<file path="src/rtl/branch_ctrl_pkg.sv">
// Shared definitions for the branch redirect controller: FSM states,
// the redirect PC reset value and the sequential-PC helper.
package branch_ctrl_pkg;

    typedef enum logic [1:0] {
        IDLE  = 2'd0,
        REQ   = 2'd1,
        DRAIN = 2'd2
    } state_e;

    localparam logic [31:0] RESET_PC = 32'h0000_0000;

    // Fall-through PC; wraps modulo 2^32 by construction.
    function automatic logic [31:0] seq_pc(input logic [31:0] pc);
        return pc + 32'd4;
    endfunction

endpackage

</file>
<file path="src/rtl/sat_counter.sv">
// Up-counter that sticks at all-ones instead of wrapping.
module sat_counter #(
    parameter int W = 16
) (
    input  logic         clk,
    input  logic         rst,
    input  logic         inc,
    output logic [W-1:0] value
);

    logic [W-1:0] value_reg;

    always_ff @(posedge clk or posedge rst) begin
        if (rst) begin
            value_reg <= '0;
        end else if (inc && (value_reg != {W{1'b1}})) begin
            value_reg <= value_reg + {{(W-1){1'b0}}, 1'b1};
        end
    end

    assign value = value_reg;

endmodule

</file>
<file path="src/rtl/branch_redirect_ctrl.sv">
// Resolves control-flow instructions in EX, raises a registered redirect
// to fetch on mispredict and holds flush for FLUSH_CYCLES cycles.
module branch_redirect_ctrl
    import branch_ctrl_pkg::*;
#(
    parameter int FLUSH_CYCLES = 2,
    parameter int CNT_W        = 16
) (
    input  logic             clk,
    input  logic             rst,
    input  logic             ex_valid,
    input  logic [31:0]      ex_pc,
    input  logic             ex_is_cond_br,
    input  logic             ex_is_jal,
    input  logic             ex_is_jalr,
    input  logic             ex_pred_taken,
    input  logic [31:0]      ex_pred_tgt,
    input  logic             taken_br,
    input  logic [31:0]      br_tgt_pc,
    input  logic [31:0]      jalr_tgt_pc,
    input  logic             redirect_ready,
    output logic             redirect_valid,
    output logic [31:0]      redirect_pc,
    output logic             flush,
    output logic             ex_stall,
    output logic             misalign_exc,
    output logic [CNT_W-1:0] mispredict_cnt
);

    localparam logic [3:0] DRAIN_LOAD = 4'(FLUSH_CYCLES - 1);

    state_e      state_reg;
    logic [3:0]  drain_cnt_reg;

    logic        is_ctrl;
    logic        actual_taken;
    logic [31:0] actual_tgt;
    logic        misaligned;
    logic        mispredict;
    logic        resolve;
    logic        count_inc;

    always_comb begin
        is_ctrl      = ex_is_cond_br | ex_is_jal | ex_is_jalr;
        actual_taken = ex_is_cond_br ? taken_br : (ex_is_jal | ex_is_jalr);
        if (ex_is_jalr) begin
            actual_tgt = {jalr_tgt_pc[31:1], 1'b0};
        end else if (actual_taken) begin
            actual_tgt = br_tgt_pc;
        end else begin
            actual_tgt = seq_pc(ex_pc);
        end
        misaligned = actual_taken & actual_tgt[1];
        mispredict = is_ctrl & ((actual_taken != ex_pred_taken) |
                                (actual_taken & (ex_pred_tgt != actual_tgt)));
        resolve    = ex_valid & (state_reg == IDLE);
        // A misaligned target raises an exception instead of a redirect.
        count_inc  = resolve & mispredict & ~misaligned;
    end

    always_ff @(posedge clk or posedge rst) begin
        if (rst) begin
            state_reg      <= IDLE;
            drain_cnt_reg  <= '0;
            redirect_valid <= 1'b0;
            redirect_pc    <= RESET_PC;
            flush          <= 1'b0;
            ex_stall       <= 1'b0;
            misalign_exc   <= 1'b0;
        end else begin
            misalign_exc <= 1'b0;
            case (state_reg)
                IDLE: begin
                    if (resolve) begin
                        if (misaligned) begin
                            misalign_exc <= 1'b1;
                        end else if (mispredict) begin
                            state_reg      <= REQ;
                            redirect_valid <= 1'b1;
                            redirect_pc    <= actual_tgt;
                            flush          <= 1'b1;
                            ex_stall       <= 1'b1;
                        end
                    end
                end
                REQ: begin
                    if (redirect_ready) begin
                        redirect_valid <= 1'b0;
                        ex_stall       <= 1'b0;
                        if (FLUSH_CYCLES == 1) begin
                            state_reg <= IDLE;
                            flush     <= 1'b0;
                        end else begin
                            state_reg     <= DRAIN;
                            drain_cnt_reg <= DRAIN_LOAD;
                        end
                    end
                end
                DRAIN: begin
                    // The handshake cycle already counted as one flush cycle.
                    if (drain_cnt_reg <= 4'd1) begin
                        state_reg     <= IDLE;
                        flush         <= 1'b0;
                        drain_cnt_reg <= '0;
                    end else begin
                        drain_cnt_reg <= drain_cnt_reg - 4'd1;
                    end
                end
                default: begin
                    state_reg <= IDLE;
                end
            endcase
        end
    end

    sat_counter #(
        .W(CNT_W)
    ) u_mispredict_cnt (
        .clk   (clk),
        .rst   (rst),
        .inc   (count_inc),
        .value (mispredict_cnt)
    );

endmodule

</file>
<file path="config.mk">
export PLATFORM = sky130hd
export DESIGN_NAME = branch_redirect_ctrl
export DESIGN_NICKNAME = d
export VERILOG_FILES = /design/src/rtl/branch_ctrl_pkg.sv /design/src/rtl/sat_counter.sv /design/src/rtl/branch_redirect_ctrl.sv
export SDC_FILE = /design/constraint.sdc
export NUM_CORES = 1
export LEC_CHECK = 0
export ABC_AREA = 1
export ABC_CLOCK_PERIOD_IN_PS = 2020
export CAP_MARGIN = 20
export CELL_PAD_IN_SITES_DETAIL_PLACEMENT = 2
export CELL_PAD_IN_SITES_GLOBAL_PLACEMENT = 2
export CORE_ASPECT_RATIO = 1.2
export CORE_MARGIN = 4
export CORE_UTILIZATION = 23
export CTS_CLUSTER_DIAMETER = 120
export DETAILED_ROUTE_END_ITERATION = 10
export HOLD_SLACK_MARGIN = 0.12
export PLACE_DENSITY_LB_ADDON = 0.1
export SLEW_MARGIN = 20
export SYNTH_ARGS = -nofsm -noshare
export SYNTH_HDL_FRONTEND = slang
export SYNTH_HIERARCHICAL = 1
export SYNTH_SLANG_ARGS = --single-unit
</file>
<file path="constraint.sdc">
create_clock -name clk -period 2.02 [get_ports clk]
set_input_delay 0.303 -clock clk [delete_from_list [all_inputs] [get_ports clk]]
set_output_delay 0.303 -clock clk [all_outputs]
set_load 0.02 [all_outputs]
</file>
# After elaboration in Yosys (flattened, before gate mapping)
# Cells that the tools add are included.
# Widths: inputs -> output; s select.
[word_totals] reg_bits=57 word_cells=64 memories=0 inputBits=137 mem_bits_rw=0 mem_bits_ro=0 latch_bits=0 out_inout_bits=52
[op_classes] n_eq_ne=10 mul=0 bitwise_logic=11 order_cmp=1 mux=22 n_reduce_logical=10 add_sub_neg=3 n_shift=0 div=0
[ops] cell="$mux 32" n=2
[ops] cell="$add 32x3->32 const B" n=1
[ops] cell="$ne 32x32->1" n=1
[ops] cell="$add 16x1->16 const B" n=1
[ops] cell="$ne 16x16->1 const B" n=1
[ops] cell="$reduce_and 5->1" n=3
[ops] cell="$mux 2" n=5
[ops] cell="$ne 2x2->1 const B" n=5
[ops] cell="$mux 1" n=9
[ops] cell="$mux 4" n=2
[ops] cell="$pmux 4 s2" n=1
[ops] cell="$and 1x1->1" n=6
[ops] cell="$pmux 2 s3" n=1
[ops] cell="$reduce_bool 2->1" n=3
[ops] cell="$le 4x1->1 const B" n=1
[ops] cell="$or 1x1->1" n=4
[ops] cell="$pmux 1 s2" n=2
[ops] cell="$reduce_and 4->1" n=1
[ops] cell="$sub 4x1->4 const B" n=1
[ops] cell="$eq 2x1->1 const B" n=1
[ops] cell="$eq 2x2->1 const B" n=1
[ops] cell="$logic_not 2->1" n=1
[ops] cell="$reduce_and 2->1" n=1
[ops] cell="$logic_and 1x1->1" n=1
[ops] cell="other kinds (2)" n=2

# Logic depth before layout (Yosys ltp)
# Gate-level depths: netlist of run 1.
[logic_depth] ltp_word=12 ltp_mapped=29 ltp_nobuf=27

# Hierarchy
# Netlist of run 1, hierarchy kept.
[modules_own_cells] module="branch_redirect_ctrl" n_inst=1 area_each_um2=4347.9 cells_per_inst=779 seq_area_each_um2=1026.0
[modules_own_cells] module="sat_counter" n_inst=1 area_each_um2=1069.8 cells_per_inst=150 seq_area_each_um2=400.4

# Worst setup path after synthesis of run 1
# Ideal clock, no wire load.
[synth_timing] path_kind="input to register" start="in ex_pc[2]" end="reg u_mispredict_cnt.value_reg[13] (netlist: u_mispredict_cnt/value[13])" t_arrival_ps=2516 cell_stages=27 required_time_ps=1907 slack_ps=-609 path_cell_list="ha_1 nand2_1 nor2_1 nand2_1 nor2_1 nand2_1 nand2_1 nand3_1 nand2_1 nand2_1 inv_1 nor2_1 nor2_1 nand2_1 nor2_1 nand3_2 nand3_4 buf_6 inv_1 inv_1 nor2_1 nand2_1 nor2_1 nand2_1 nand2_1 nand2_1 inv_1"
[synth_between] elab_chain_len=10
[synth_rtl] item="from (decl)" line_no="branch_redirect_ctrl.sv:12" text="input logic [31:0] ex_pc,"
[synth_rtl] item="$add 32x3->32" line_no="branch_ctrl_pkg.sv:15" text="return pc + 32'd4;"
[synth_rtl] item="$mux 32" line_no="branch_redirect_ctrl.sv:48" text="end else if (actual_taken) begin"
[synth_rtl] item="$mux 32" line_no="branch_redirect_ctrl.sv:46" text="if (ex_is_jalr) begin"
[synth_rtl] item="$ne 32x32->1" line_no="branch_redirect_ctrl.sv:55" text="(actual_taken & (ex_pred_tgt != actual_tgt)));"
[synth_rtl] item="$and 1x1->1" line_no="branch_redirect_ctrl.sv:55"
[synth_rtl] item="$or 1x1->1" line_no="branch_redirect_ctrl.sv:54" text="mispredict = is_ctrl & ((actual_taken != ex_pred_taken) |"
[synth_rtl] item="$and 1x1->1" line_no="branch_redirect_ctrl.sv:54"
[synth_rtl] item="$and 1x1->1 (2 in a row)" line_no="branch_redirect_ctrl.sv:58" text="count_inc = resolve & mispredict & ~misaligned;"
[synth_rtl] item="named net count_inc" line_no="branch_redirect_ctrl.sv:41" text="logic count_inc;"
[synth_rtl] item="$logic_and 1x1->1" line_no="sat_counter.sv:16" text="end else if (inc && (value_reg != {W{1'b1}})) begin"
[synth_rtl] item="to (signal assigned)" line_no="sat_counter.sv:17" text="value_reg <= value_reg + {{(W-1){1'b0}}, 1'b1};"
[synth_rtl] item="to (decl)" line_no="sat_counter.sv:11" text="logic [W-1:0] value_reg;"
# The timed path passes the listed nets, and every way through them passes these cells.
# A chain may end at the register's enable or synchronous reset.

# Worst setup path in the final report of run 1
[layout_timing] start="in ex_pc[6]" end="reg u_mispredict_cnt.value_reg[13] (netlist: u_mispredict_cnt/value[13])"
# The elaborated chain is that of the path after synthesis.

==> impl_results.md, run 1 <==
- VDD IR-drop max: 337 uV
- Logic pwr share: 0.520
- CP peak stage delay: 180 ps
- Cell count after synthesis: 929
- Synth-to-Final Area Change: 85.8%
- Leakage: 5.11 nW
- Most frequent CP cell: nand2_1
- Fin cells: 1595
- Placer congestion estimate: 0.825
- I/O Pins: 189
- Initial core utilization: 0.233
- Seq/Total Area, Yosys: 0.263
- Chip width: 148 um
- Dpl hpwl: 22.0 mm
- Net Sw Power: 3.25 mW
- Count of final setup violators: 51
- Vias after detailed routing: 7299
- DRC: 0
- Clk buf depth: 2
- Fmax: 0.393 GHz
- Sequential share of power: 0.251
- CTS tree: yes
- CP required: 2240 ps
- Ys async rst share: 1.00
- Die height: 176 um
- Post-DP Area: 0.00866 mm2
- Kind of critical path: in -> reg
- Worst reg2reg path endpoint: u_mispredict_cnt/value[14]$_DFFE_PP0P_
- WP buf/inv: 7
- Vias in the first global route: 8107
- # diodes: 0
- Nets@finish: 1416
- Power Density: 809 mW/mm2
- Fraction of layout cells with a size suffix above 1: 0.332
- Critical path capture point type: flop
- Initial DRC count: 204
- Vias/cell: 4.58
- Slew margin rel.: 0.748
- Post-DRT Antenna Nets: 0
- WL final: 28.8 mm
- Slew Viols, Final: 0
- Yosys cell types: 38
- Clock-pin slew on the worst setup and hold paths: 60 ps
- Status: finished, violations left
- Clk sinks: 57
- Ys flop type: dfrtp_1
- Cts hold-fix bufs: 0
- Pwr Total: 8.14 mW
- Remaining global-route overflow: 0
- IO Port Bufs: 187
- Clock latency on the worst-skew pair: 320 ps
- Std-Cell Rows: 61
- Worst-path fanout max: 4
- Switch share: 0.400
- First-pass GRT wire length: 43.2 mm
- Largest register FFs: 32
- Yosys warns: 6
- Final Hold Fails: 0
- Wire length per cell: 18.1 um
- GRT Total Usage: 0.209
- Internal power: 4.89 mW
- Initial antenna violation count: 0
- Syn avg cell area: 5.83 um2
- Failing checks: negative setup slack
- Worst EP arrival: 2760 ps
- FF-to-FF setup slack: 290 ps
- Core box area: 0.0232 mm2
- Syn_nets: 1070
- Die area: 0.0261 mm2
- Crit share post-route: 1.26
- Number of cells on the worst reg-to-reg path: 8
- Reg-to-reg startpoint: u_mispredict_cnt/value[1]$_DFFE_PP0P_
- Max Cap Viol: 0
- CTS Root Cell: clkbuf_16
- Mapped Area: 0.00542 mm2
- Clock Skews: 7.80 ps
- Fin worst setup slack: -524 ps
- Unrepaired setup endpoints after global routing: yes
- Largest net degree at the start of global routing: 42
- Cts bufs inserted: 9
- CP delay by family, top: simple AND/OR/NAND/NOR gates
- Startpoint types: input pin
- Minimum clock period: 2540 ps
- CP max-delay cell: o21bai_1
- H-tree depth: 3
- Worst-Margin Slew: 374 ps
- Clk network pwr share: 0.229
- Min-delay worst type: in -> async
- DP Cell Count: 1539
- Fin area: 0.0101 mm2
- Yosys reg bits: 57
- Post-synth EDFFs: 0
- First-pass DRT Iterations: 4
==> cells in the mapped netlist, types with 2 or more instances <==
master	instances	share of area
xor2_1	5	0.0081
nor2_2	6	0.0069
nor2_4	5	0.010
clkbuf_1	9	0.0062
ha_1	4	0.0092
buf_1	3	0.0021
inv_2	4	0.0028
nand2_1	385	0.27
o21ai_1	4	0.0037
o21ai_2	6	0.0097
clkinv_1	2	0.0014
buf_6	5	0.010
or2_2	28	0.032
inv_1	128	0.089
xnor2_1	3	0.0049
dfrtp_1	57	0.26
nand3b_1	22	0.030
nand4_1	41	0.047
buf_2	5	0.0046
a21oi_1	4	0.0037
o21bai_1	9	0.012
buf_4	3	0.0042
o21ai_0	5	0.0046
nand3_1	88	0.081
nand2_4	2	0.0042
nor2_1	78	0.054
nand2_2	7	0.0081
==> placed cells by master (no fill, tap or decap), drive strengths merged, types with 28 or more instances in the layout <==
cell	instances
nand2	394
buf	172
clkdlybuf4s50	154
inv	131
nand3	90
nor2	89
dfrtp	57
nand4	41
clkbuf	32
or2	28
==> how the worst max path moves through the flow <==
stage             startpoint                                      to  slack, ps  cells after the start
2_1_floorplan  ex_is_cond_br  u_mispredict_cnt/value[13]$_DFFE_PP0P_       -430                     27
3_3_place_gp       ex_pc[13]  u_mispredict_cnt/value[13]$_DFFE_PP0P_      -1360                     28
3_5_place_dp       ex_pc[13]  u_mispredict_cnt/value[13]$_DFFE_PP0P_      -1370                     28
4_1_cts             taken_br  u_mispredict_cnt/value[13]$_DFFE_PP0P_       -620                     28
5_1_grt             ex_pc[7]  u_mispredict_cnt/value[13]$_DFFE_PP0P_       -700                     28
6_report            ex_pc[6]  u_mispredict_cnt/value[13]$_DFFE_PP0P_       -520                     28
==> per-stage QoR <==
| step | setup WS (ps) | hold slack (ps) | setup TNS [ps] | util |
|---|---|---|---|---|
| 6_report | -524 | 365 | -20840 | 0.434 |
| 5_1_grt | -701 | 386 | -28510 | 0.434 |
| 4_1_cts | -621 | 377 | -26230 | 0.407 |
| 3_5_place_dp | -1370 | 462 | -65480 | 0.373 |
| 3_3_place_gp | -1360 | 456 | -65570 | 0.373 |
| 2_1_floorplan | -426 | 217 | -7750 | - |
==> area by class of cell <==
class	instances	area, um2
Clock inverter	4	97.6
Fill cell	2782	13100
Inverter	134	523
Sequential cell	57	1430
Multi-Input combinational cell	712	3960
Tap cell	315	394
Timing Repair Buffer	361	3400
Clock buffer	12	267
==> metal layers <==
metal | vias up | GRT usage | wire length (um)
met4 | 0 | 0.0474 | 527
met1 | 3551 | 0.244 | 11500
met2 | 135 | 0.411 | 16100
met3 | 23 | 0.0151 | 711
met5 | - | 0 | 0
li1 | 3590 | - | -
==> worst reg2reg max path: cells and delay by family (launching register included) <==
kind	cells	cell delay (ps)
adders and majority gates	1	310
and+or+nand+nor	7	920
DFF	1	390
==> what timing repair did <==
| action | CTS | global route |
|---|---|---|
| resized for setup | 111 | 192 |
| endpoints found under the setup margin | 51 | 51 |
| buffers inserted | 24 | 13 |
| pin swaps | 40 | 62 |
| gates cloned | 1 | 4 |
| endpoints found under the hold margin | 0 | 0 |
==> power groups by stage <==
stage	clock network [mW]	registers (mW)	logic (mW)
3_5_place_dp	0	2.06	3.81
6_report	1.86	2.04	4.24
2_1_floorplan	0	2.46	1.42
5_1_grt	1.96	2.13	4.62
4_1_cts	1.89	2.06	3.99
3_3_place_gp	0	2.05	3.71
==> kinds of logic after synthesis <==
group	share of synthesized area
simple gates	0.550
buf+inv	0.123
flops	0.263
compound gates	0.0413
xor+xnor	0.0129
fa+ha+maj	0.00924
Power figures use the tool's default switching activity.
==> inputs of run 2 (changes only) <==
--- a/config.mk
+++ b/config.mk
@@ -17,6 +17,7 @@
 export DETAILED_ROUTE_END_ITERATION = 10
 export HOLD_SLACK_MARGIN = 0.12
 export PLACE_DENSITY_LB_ADDON = 0.1
+export SKIP_CTS_REPAIR_TIMING = 1
 export SLEW_MARGIN = 20
 export SYNTH_ARGS = -nofsm -noshare
 export SYNTH_HDL_FRONTEND = slang
==> run 2 against run 1 <==
Net effect:
- the run still ends with negative setup slack left
- clock skew is 0.51 ps higher
- setup slack better by 82 ps
- wire length decreased by 2.8%
- design area decreased by 1.3%
- maximum frequency grew 3.3%
- utilization shrank 0.57 points
- clock-buffer cell count is the same
- total power decreased by 1.4%
- critical endpoint is now u_mispredict_cnt/value[6]$_DFFE_PP0P_
- largest cell class unchanged
- largest power group unchanged
==> impl_results.md, run 2 (synthesis results as in run 1) <==
- Core box area: 0.0232 mm2 (unchanged)
- Clk buf depth: 2 (unchanged)
- Worst-Margin Slew: 374 ps (unchanged)
- Fin worst setup slack: -442 ps (+81.8 ps)
- CP required: 2270 ps (+30 ps)
- Clock Skews: 8.31 ps (+0.511 ps)
- First-pass DRT Iterations: 4 (unchanged)
- Worst-path fanout max: 8 (+4)
- Initial core utilization: 0.233 (unchanged)
- Min Hold Slack: 366 ps (+0.311 ps)
- WL final: 28.0 mm (-2.8%)
- Remaining global-route overflow: 0 (unchanged)
- Synth-to-Final Area Change: 83.4%
- Fin util: 0.428 (-0.00566)
- Most common cell after layout, fill and taps aside: nand2_1
- Startpoint types: input pin
- Clock latency on the worst-skew pair: 320 ps (about the same)
- Total negative slack: -17250 ps (+3590 ps)
- Vias in the first global route: 7708 (-4.9%)
- Post-DP Area: 0.00866 mm2 (unchanged)
- Count of final setup violators: 51 (unchanged)
- Slew margin rel.: 0.748 (unchanged)
- First-pass GRT wire length: 40.7 mm (-5.8%)
- I/O Pins: 189 (unchanged)
- Die area: 0.0261 mm2 (unchanged)
- Largest register FFs: 32 (unchanged)
- Vias/cell: 4.54 (-0.88%)
- Status: finished, violations left
- Failing checks: negative setup slack
- GRT Total Usage: 0.196 (-0.0127)
- Nets@finish: 1400 (-1.1%)
- Initial antenna violation count: 0 (unchanged)
- Clock-pin slew on the worst setup and hold paths: 60 ps (about the same)
- Cts bufs inserted: 9 (unchanged)
- CTS Root Cell: clkbuf_16
- Critical path capture point type: flop
- Final Hold Fails: 0 (unchanged)
- Dpl hpwl: 22.0 mm (unchanged)
- Placer congestion estimate: 0.825 (unchanged)
- # diodes: 0 (unchanged)
- Fraction of layout cells with a size suffix above 1: 0.309 (-0.0227)
- Leakage: 5.10 nW (-0.26%)
- Power Density: 808 mW/mm2 (about the same)
- Chip width: 148 um (unchanged)
- Crit share post-route: 1.22 (-0.0405)
- Fin area: 0.00994 mm2 (-1.3%)
- Die height: 176 um (unchanged)
- Reg-to-reg startpoint: u_mispredict_cnt/value[1]$_DFFE_PP0P_
- Clk sinks: 57 (unchanged)
- Largest net degree at the start of global routing: 42 (unchanged)
- DRC: 0 (unchanged)
- Initial DRC count: 181 (-11%)
- Most frequent cells in the layout: nand2_1 (308), clkdlybuf4s50_1 (154), buf_4 (123)
- CP startpoint: ex_pc[11]
- Wire length per cell: 17.8 um (-1.8%)
- Max Cap Viol: 0 (unchanged)
- Slew Viols, Final: 0 (unchanged)
- Kind of critical path: in -> reg
- Vias after detailed routing: 7162 (-1.9%)
- DP Cell Count: 1539 (unchanged)
- CTS tree: yes
- Worst EP arrival: 2710 ps (-50 ps)
- Fin cells: 1579 (-1.0%)
- Pre-CTS setup slack: -1370 ps (unchanged)
- Minimum clock period: 2460 ps (-81.8 ps)
- H-tree depth: 3 (unchanged)
- Min-delay worst type: in -> async
- Layout fillers: 2810 (+1.0%)
- VDD IR-drop max: 343 uV (+1.6%)
- Unrepaired setup endpoints after global routing: yes
- Pwr Total: 8.03 mW (-1.4%)
- IO Port Bufs: 187 (unchanged)
- Post-DRT Antenna Nets: 0 (unchanged)
- Fmax: 0.406 GHz (+3.3%)
- Std-Cell Rows: 61 (unchanged)
-- run 2: cell count changes in the layout (fill, tap and decap cells not counted), sizes merged --
cell           before  now
buf               172  159
dlymetal6s2s        4   14
dlygate4sd2         6    0
clkdlybuf4s15       4    0
clkbuf             32   29
bufbuf              1    0
inv               131  132
-- run 2: per-layer routing --
layer / global-route usage / wire [um] / share of wire
met1: 0.235 / 11400 / 0.41
met2: 0.380 / 15400 / 0.55
met3: 0.0141 / 606 / 0.022
met4: 0.0404 / 565 / 0.020
met5: 0 / 0 / 0
-- run 2: cell type report --
cell class	instances	area, um2	share of cell area
tap	315	394	0.0397
clock inverter	4	97.6	0.00982
timing repair inverter	1	8.76	0.000881
sequential	57	1430	0.144
timing repair buffer	344	3310	0.334
inverter	134	523	0.0526
clock buffer	12	267	0.0268
multi-input combinational	712	3910	0.393
-- run 2: final timing paths --
kind	slack, ps	endpoint	cells past startpoint
max reg2reg	310	u_mispredict_cnt/value[14]$_DFFE_PP0P_	8
max in group asynchronous	1430	redirect_pc[22]$_DFFE_PP0P_	3
min	370	state_reg[0]$_DFFE_PP0P_	3
min in group clk	470	redirect_pc[11]$_DFFE_PP0P_	2
min reg2reg	470	redirect_pc[11]$_DFFE_PP0P_	2
max	-440	u_mispredict_cnt/value[6]$_DFFE_PP0P_	22
-- run 2: report_power, final --
part | internal [mW] | switching (mW) | total [mW]
combinational | 1.91 | 2.22 | 4.13
clock | 1.31 | 0.545 | 1.85
sequential | 1.62 | 0.433 | 2.05
-- run 2: critical path: stages --
cell      delay [ps]
clkbuf_2         130
nand2_4           70
nor2_4           110
buf_4            110
nand2_2           70
nor2_4           190
nand2_2           70
xor2_1           140
o21bai_1         270
buf_4            170
nand3_1           60
nand2_1           90
nand2_2           50
nor2_2           110
nand3_2          120
nand3_4          100
inv_4             50
buf_4            130
buf_6            120
nand2_8          120
nand2_4           60
o21ai_2           60
